File: src/rtl/fetch_stage_pkg.sv
// Shared types and constants for the instruction-fetch stage.
package fetch_stage_pkg;

  localparam int unsigned XLEN   = 64;
  localparam int unsigned INST_W = 32;

  localparam logic [XLEN-1:0] RESET_PC_DEFAULT = 64'h8000_0000;

  typedef enum logic {
    FETCH = 1'b0,
    FLUSH = 1'b1
  } fetch_state_t;

  // Payload handed to the decoder: fetch address plus instruction word
  typedef struct packed {
    logic [XLEN-1:0]   pc;
    logic [INST_W-1:0] inst;
  } if_id_t;

endpackage

File: src/rtl/fetch_skid_buf.sv
// One-entry {pc, inst} holding buffer used while the decoder stalls.
module fetch_skid_buf
  import fetch_stage_pkg::*;
(
  input  logic   clk,
  input  logic   rst,
  input  logic   i_push,
  input  logic   i_pop,
  input  logic   i_clear,
  input  if_id_t i_data,
  output if_id_t o_data,
  output logic   o_full
);

  if_id_t r_data;
  logic   r_full;

  // Clear wins so a redirect never leaves a stale entry behind
  always_ff @(posedge clk or negedge rst) begin
    if (!rst) begin
      r_data <= '0;
      r_full <= 1'b0;
    end else begin
      if (i_clear)     r_full <= 1'b0;
      else if (i_push) r_full <= 1'b1;
      else if (i_pop)  r_full <= 1'b0;
      if (i_push && !i_clear) r_data <= i_data;
    end
  end

  assign o_data = r_data;
  assign o_full = r_full;

endmodule

File: src/rtl/fetch_stage.sv
// IF stage: owns the PC, issues one outstanding ibus fetch, feeds ID via a skid-buffered register.
// Optional FETCH_PERF_EN adds perf_fetched / perf_stall counters.
module fetch_stage
  import fetch_stage_pkg::*;
#(
  parameter int unsigned     PC_W     = XLEN,
  parameter logic [PC_W-1:0] RESET_PC = RESET_PC_DEFAULT
) (
  input  logic              clk,
  input  logic              rst,
  output logic              ibus_req_valid,
  output logic [PC_W-1:0]   ibus_req_addr,
  input  logic              ibus_resp_valid,
  input  logic [INST_W-1:0] ibus_resp_data,
  input  logic              redirect_valid,
  input  logic [PC_W-1:0]   redirect_pc,
  output logic              if_id_valid,
  input  logic              if_id_ready,
  output if_id_t            if_id_state
`ifdef FETCH_PERF_EN
  ,
  output logic [63:0]       perf_fetched,
  output logic [63:0]       perf_stall
`endif
);

  fetch_state_t    r_state;
  logic [PC_W-1:0] r_pc;
  logic            r_req_valid;
  logic [PC_W-1:0] r_req_addr;
  logic            r_out_valid;
  if_id_t          r_out;

  logic            w_retire;
  logic            w_req_hold;
  logic            w_loadable;
  logic            w_accept_resp;
  logic            w_skid_full;
  logic            w_skid_push;
  logic            w_skid_pop;
  logic            w_skid_full_nxt;
  if_id_t          w_skid_data;
  if_id_t          w_resp_pkt;
  logic [PC_W-1:0] w_redir_pc;
  logic [PC_W-1:0] w_pc_nxt;
  logic            w_req_valid_nxt;
  logic [PC_W-1:0] w_req_addr_nxt;

  assign w_retire      = r_req_valid && ibus_resp_valid;
  assign w_req_hold    = r_req_valid && !ibus_resp_valid;
  assign w_loadable    = !r_out_valid || if_id_ready;
  // Only a FETCH-state response with no redirect is kept
  assign w_accept_resp = w_retire && !redirect_valid && (r_state == FETCH);

  // The skid is only full while no request is outstanding, so push and pop never overlap
  assign w_skid_push     = w_accept_resp && !w_loadable;
  assign w_skid_pop      = w_skid_full && w_loadable && !redirect_valid;
  assign w_skid_full_nxt = !redirect_valid && (w_skid_push || (w_skid_full && !w_skid_pop));

  assign w_resp_pkt.pc   = r_req_addr;
  assign w_resp_pkt.inst = ibus_resp_data;

  assign w_redir_pc = redirect_pc & ~PC_W'(3);
  assign w_pc_nxt   = redirect_valid ? w_redir_pc :
                      w_accept_resp  ? r_pc + PC_W'(4) : r_pc;

  // FLUSH implies an outstanding request, so request intent reduces to hold-or-skid-free
  assign w_req_valid_nxt = w_req_hold || !w_skid_full_nxt;
  assign w_req_addr_nxt  = w_req_hold ? r_req_addr : w_pc_nxt;

  fetch_skid_buf u_skid (
    .clk     (clk),
    .rst     (rst),
    .i_push  (w_skid_push),
    .i_pop   (w_skid_pop),
    .i_clear (redirect_valid),
    .i_data  (w_resp_pkt),
    .o_data  (w_skid_data),
    .o_full  (w_skid_full)
  );

  always_ff @(posedge clk or negedge rst) begin
    if (!rst) begin
      r_state     <= FETCH;
      r_pc        <= RESET_PC;
      r_req_valid <= 1'b0;
      r_req_addr  <= RESET_PC;
      r_out_valid <= 1'b0;
      r_out       <= '0;
    end else begin
      r_pc        <= w_pc_nxt;
      r_req_valid <= w_req_valid_nxt;
      r_req_addr  <= w_req_addr_nxt;

      case (r_state)
        FETCH:   if (redirect_valid && w_req_hold) r_state <= FLUSH;
        FLUSH:   if (w_retire) r_state <= FETCH;
        default: r_state <= FETCH;
      endcase

      if (redirect_valid) begin
        r_out_valid <= 1'b0;
      end else if (w_skid_pop) begin
        r_out       <= w_skid_data;
        r_out_valid <= 1'b1;
      end else if (w_accept_resp && w_loadable) begin
        r_out       <= w_resp_pkt;
        r_out_valid <= 1'b1;
      end else if (if_id_ready) begin
        r_out_valid <= 1'b0;
      end
    end
  end

  assign ibus_req_valid = r_req_valid;
  assign ibus_req_addr  = r_req_addr;
  assign if_id_valid    = r_out_valid;
  assign if_id_state    = r_out;

`ifdef FETCH_PERF_EN
  logic [63:0] r_perf_fetched;
  logic [63:0] r_perf_stall;

  always_ff @(posedge clk or negedge rst) begin
    if (!rst) begin
      r_perf_fetched <= '0;
      r_perf_stall   <= '0;
    end else begin
      if (r_out_valid && if_id_ready)  r_perf_fetched <= r_perf_fetched + 64'd1;
      if (r_out_valid && !if_id_ready) r_perf_stall   <= r_perf_stall + 64'd1;
    end
  end

  assign perf_fetched = r_perf_fetched;
  assign perf_stall   = r_perf_stall;
`endif

endmodule

File: config.mk
export PLATFORM = sky130hd
export DESIGN_NAME = fetch_stage
export DESIGN_NICKNAME = d
export VERILOG_FILES = /design/src/rtl/fetch_stage_pkg.sv /design/src/rtl/fetch_skid_buf.sv /design/src/rtl/fetch_stage.sv
export SDC_FILE = /design/constraint.sdc
export NUM_CORES = 1
export LEC_CHECK = 0
export ABC_CLOCK_PERIOD_IN_PS = 2000
export BUFFER_PORTS_ARGS = -buffer_cell sky130_fd_sc_hd__buf_2
export CAP_MARGIN = 20
export CELL_PAD_IN_SITES_DETAIL_PLACEMENT = 1
export CELL_PAD_IN_SITES_GLOBAL_PLACEMENT = 2
export CORE_ASPECT_RATIO = 0.75
export CORE_MARGIN = 1.5
export CORE_UTILIZATION = 32
export CTS_BUF_LIST = sky130_fd_sc_hd__clkbuf_16
export DETAILED_ROUTE_END_ITERATION = 10
export GPL_ROUTABILITY_DRIVEN = 0
export PLACE_DENSITY = 0.87
export SKIP_LAST_GASP = 1
export SLEW_MARGIN = 15
export SYNTH_ARGS = -nofsm -noshare
export SYNTH_HDL_FRONTEND = slang
export SYNTH_SLANG_ARGS = --single-unit
File: constraint.sdc
create_clock -name clk -period 2 [get_ports clk]
set_clock_uncertainty 0.05 [all_clocks]
set_input_delay 0.4 -clock clk [delete_from_list [all_inputs] [get_ports clk]]
set_output_delay 0.4 -clock clk [all_outputs]
set_load 0.02 [all_outputs]
==> impl_summary.md <==
Status
The flow ran to the end, but the final reports show violations. The checks that failed: negative setup slack.

Placement
The worst setup timing slack at the placement stage is -421 ps. The total placed instance area is 17100 µm². The count of port buffers added during placement is 260. Detailed placement finished with a half-perimeter wire length of 32700 µm.

Hold path
In this run the worst hold path is classified as input pin to flip-flop. The startpoint of the tightest hold check path is redirect_pc[25].

Logic synthesis
The netlist area before placement is 14300 µm². The proportion of synthesized flip-flops having asynchronous set or reset is 1.00. Yosys mapped the design onto 51 distinct sky130hd cell types. The net count after synthesis is 1440. Yosys printed 0 warnings. The instance count of the mapped netlist is 1338. Among all flip-flop cells after synthesis, the most frequent one is sky130_fd_sc_hd__dfrtp_1.

Yosys mapped a number of flops with a built-in enable equal to 0. The total of flip-flops plus latches after synthesis is 324. For this run, the register share of the synthesized area comes to 0.566. The mean cell area of the mapped netlist is 10.7 µm².

Clocking
The insertion delay of the later-clocked pin in the worst-skew pair is 520 ps. The maximum number of buffers from clock root to sink is 3. The clock net sink count is 324. The H-tree generated during clock tree synthesis spans 2 levels. The TritonCTS buffer count is 36. The TritonCTS clock tree is yes. The clock root buffer is sky130_fd_sc_hd__clkbuf_16. The clock slew at the register clock pins of the worst setup and hold paths is 60 ps.

Global routing
The initial antenna violation count came to 14. The via count of the first global-routing pass was 12.7k. Entering global routing, the biggest net connects 67 pins. The first global-routing pass estimated 73400 µm of wire.

The global-route usage over all layers is 0.207. The aggregate global routing overflow is 0.

Setup path
The startpoint identified for the worst register-to-register timing path is r_state$_DFF_PN0_. The element type at the critical path start is a flip-flop. STA puts the critical path data required time at 2350 ps. In this run the worst path has a maximum fanout of 5. The kind of end point of the critical path is a flip-flop.

For the worst setup path, the data arrival time is 2530 ps. The type of the setup path with the least slack is flip-flop to flip-flop. The most critical setup path has its startpoint at r_state$_DFF_PN0_.

Drt
The starting DRC count in detailed routing is 529. After detailed routing, the total wire length is 48500 µm. The detailed-route wire length per cell is 21.2 µm. Once detail routing completed, the nets flagged for antenna violations numbered 0.

Before antenna repair, the detailed router went through 4 iterations. After detailed routing, the number of remaining DRC violations is 0. Detailed routing inserted a total of 11.8k vias.

In the routed layout, each cell is associated on average with a via count of 5.16.

Die
The core region is 43800 µm². For this configuration, the core starts out at a cell density of 0.327. The die covers 46000 µm².

The row count is 66. The number of ports placed on the die boundary is 263. In this run the horizontal extent of the chip is 247 µm. From bottom edge to top edge, the die measures 186 µm.

Run
The max capacitance violation total is 0.

Finish
After routing the design area is 19100 µm². The number of nets in the layout is 1784. Of the cells placed in the final design, the portion with a size suffix greater than 1 is 0.394. From synthesis to final layout, the design area changed by 33.1%.

Timing
After layout, the minimum clock period comes to 2170 ps. Of the available clock period, the critical path in the final layout requires 1.09. Setup repair after global routing could not meet its margin everywhere. The post-route worst hold slack is 51.3 ps.

The worst relative slew slack is 0.688. The number of hold violations in the final report is 0. The worst-margin pin slew is 468 ps. In the final timing run, aggregate negative setup slack is -4230 ps. The count of final max-slew check failures was 0. The final-report setup violation count is 60. The post-layout worst setup margin is -174 ps. Timing would allow up to 460 MHz.

Power and ir drop
The share of total power dissipated in sequential elements is 0.455. The final total power is 19.0 mW. Of the total power, combinational logic draws 0.213. The power density normalized to cell area is 996 nW/µm². The leakage component of the power is 8.92 nW. The worst ir drop on vdd is 0.469 mV. Of the total power, the share spent switching nets is 0.310.

For this design the total switching power over the nets is 5.88 mW. The internal cell power is 13.1 mW. The part of the total power dissipated in the clock network is 0.332.
==> sequential cells by signal, summed over array words and instances (netlist names) <==
register,count
if_id_state,96
u_skid.o_data,96
ibus_req_addr,64
r_pc,64
ibus_req_valid,1
if_id_valid,1
r_state,1
u_skid.o_full,1
==> metrics by stage <==
stage,instances,utilization
6_report,2289,0.435
5_1_grt,2286,0.435
4_1_cts,2270,0.425
3_5_place_dp,2192,0.391
3_3_place_gp,2192,0.391
2_1_floorplan,1338,-
==> power by group through the flow <==
stage / Combinational, mW / Clock, mW / Sequential (mW)
final: 4.05 / 6.29 / 8.64
after global routing: 4.40 / 6.69 / 8.81
after global placement: 3.79 / 0 / 8.66
after floorplan: 1.56 / 0 / 9.28
after CTS: 4.01 / 6.45 / 8.64
after detailed placement: 3.93 / 0 / 8.74
==> cells by family after synthesis <==
| logic type | Yosys count | share of synthesized area |
|---|---|---|
| buffers and inverters | 93 | 0.0267 |
| xor gates and xnor gates | 52 | 0.0318 |
| adders and majority gates | 1 | 0.000874 |
| muxes | 144 | 0.114 |
| AOI/OAI and AO/OA | 215 | 0.0929 |
| and+or+nand+nor | 509 | 0.168 |
| DFF | 324 | 0.566 |
==> cells in the final DEF, fill, tap and decap left out, types with 37 or more instances in the layout <==
cell type	instances
sky130_fd_sc_hd__nor2_1	139
sky130_fd_sc_hd__a21oi_1	92
sky130_fd_sc_hd__buf_4	96
sky130_fd_sc_hd__dfrtp_1	319
sky130_fd_sc_hd__nand2_1	181
sky130_fd_sc_hd__clkbuf_16	37
sky130_fd_sc_hd__buf_2	259
sky130_fd_sc_hd__and3_1	37
sky130_fd_sc_hd__mux2_2	119
sky130_fd_sc_hd__a31oi_1	58
sky130_fd_sc_hd__nor2b_1	45
==> final timing paths <==
kind / end / slack (ps) / depth (start not counted)
setup / recovery: ibus_req_addr[33]$_DFFE_PN0N_ / -170 / 7
hold / removal: r_pc[25]$_DFF_PN0_ / 50 / 3
setup reg to reg: ibus_req_addr[33]$_DFFE_PN0N_ / -170 / 7
hold reg to reg: ibus_req_addr[0]$_DFFE_PN0N_ / 450 / 2
max in group asynchronous: r_pc[47]$_DFF_PN0_ / 800 / 3
min in group asynchronous: u_skid.o_data[22]$_DFFE_PN0P_ / 330 / 2
==> metal layers <==
metal	track usage	wire length, µm
met3	0.0422	2470
met1	0.274	21700
met5	0	92
met2	0.336	22900
met4	0.0778	1350
==> cell usage after synthesis (2+ instances only) <==
master	count	area, µm²
sky130_fd_sc_hd__a221o_1	25	250
sky130_fd_sc_hd__nor2b_1	46	288
sky130_fd_sc_hd__clkbuf_1	61	229
sky130_fd_sc_hd__a21oi_1	98	490
sky130_fd_sc_hd__nor2_2	2	12.5
sky130_fd_sc_hd__nor2_1	144	541
sky130_fd_sc_hd__nand3_1	27	135
sky130_fd_sc_hd__o22ai_1	2	12.5
sky130_fd_sc_hd__nor3_1	14	70.1
sky130_fd_sc_hd__a31oi_1	59	369
sky130_fd_sc_hd__nand2b_1	2	12.5
sky130_fd_sc_hd__nand3_2	2	20.0
sky130_fd_sc_hd__o31ai_1	8	60.1
sky130_fd_sc_hd__nor4_1	6	37.5
sky130_fd_sc_hd__o211ai_1	3	22.5
sky130_fd_sc_hd__dfstp_2	2	52.6
sky130_fd_sc_hd__dfrtp_1	322	8060
sky130_fd_sc_hd__mux2i_1	2	20.0
sky130_fd_sc_hd__or3_1	2	12.5
sky130_fd_sc_hd__xnor2_1	26	228
sky130_fd_sc_hd__mux2_4	2	30.0
sky130_fd_sc_hd__and3_1	44	275
sky130_fd_sc_hd__o311ai_1	2	17.5
sky130_fd_sc_hd__nand2_1	183	687
sky130_fd_sc_hd__buf_4	3	22.5
sky130_fd_sc_hd__inv_1	3	11.3
sky130_fd_sc_hd__and4_1	8	70.1
sky130_fd_sc_hd__nand4_1	16	100
sky130_fd_sc_hd__buf_1	7	26.3
sky130_fd_sc_hd__buf_2	18	90.1
sky130_fd_sc_hd__xor2_1	26	228
sky130_fd_sc_hd__mux2_2	140	1580
sky130_fd_sc_hd__o21ai_0	15	75.1
==> cell type report <==
| cell class | instances | area (µm²) |
|---|---|---|
| inverters | 4 | 15.0 |
| flip-flops and latches | 324 | 8110 |
| clock inverters | 24 | 154 |
| multi-input cells | 921 | 6470 |
| clock buffers | 37 | 926 |
| diodes | 6 | 15.0 |
| fillers | 4830 | 24700 |
| well taps | 578 | 723 |
| repair buffers | 395 | 2650 |
==> critical path, cell delays in order, from the launching register on <==
cell                       delay, ps
sky130_fd_sc_hd__dfrtp_1         390
sky130_fd_sc_hd__and4bb_2        340
sky130_fd_sc_hd__and3_4          250
sky130_fd_sc_hd__buf_6           120
sky130_fd_sc_hd__nand4_1         220
sky130_fd_sc_hd__nor2_1          230
sky130_fd_sc_hd__xor2_1          140
sky130_fd_sc_hd__a221o_1         310
==> repair_timing <==
item                                    in CTS  in global routing
hold buffers                                 1                  0
cloned                                       0                  0
setup buffers                               16                 14
resized for setup                           62                 75
endpoints found under the setup margin      94                164
endpoints found under the hold margin       35                  0
pin swaps                                   25                 60
(Power assumes the default switching activity.)
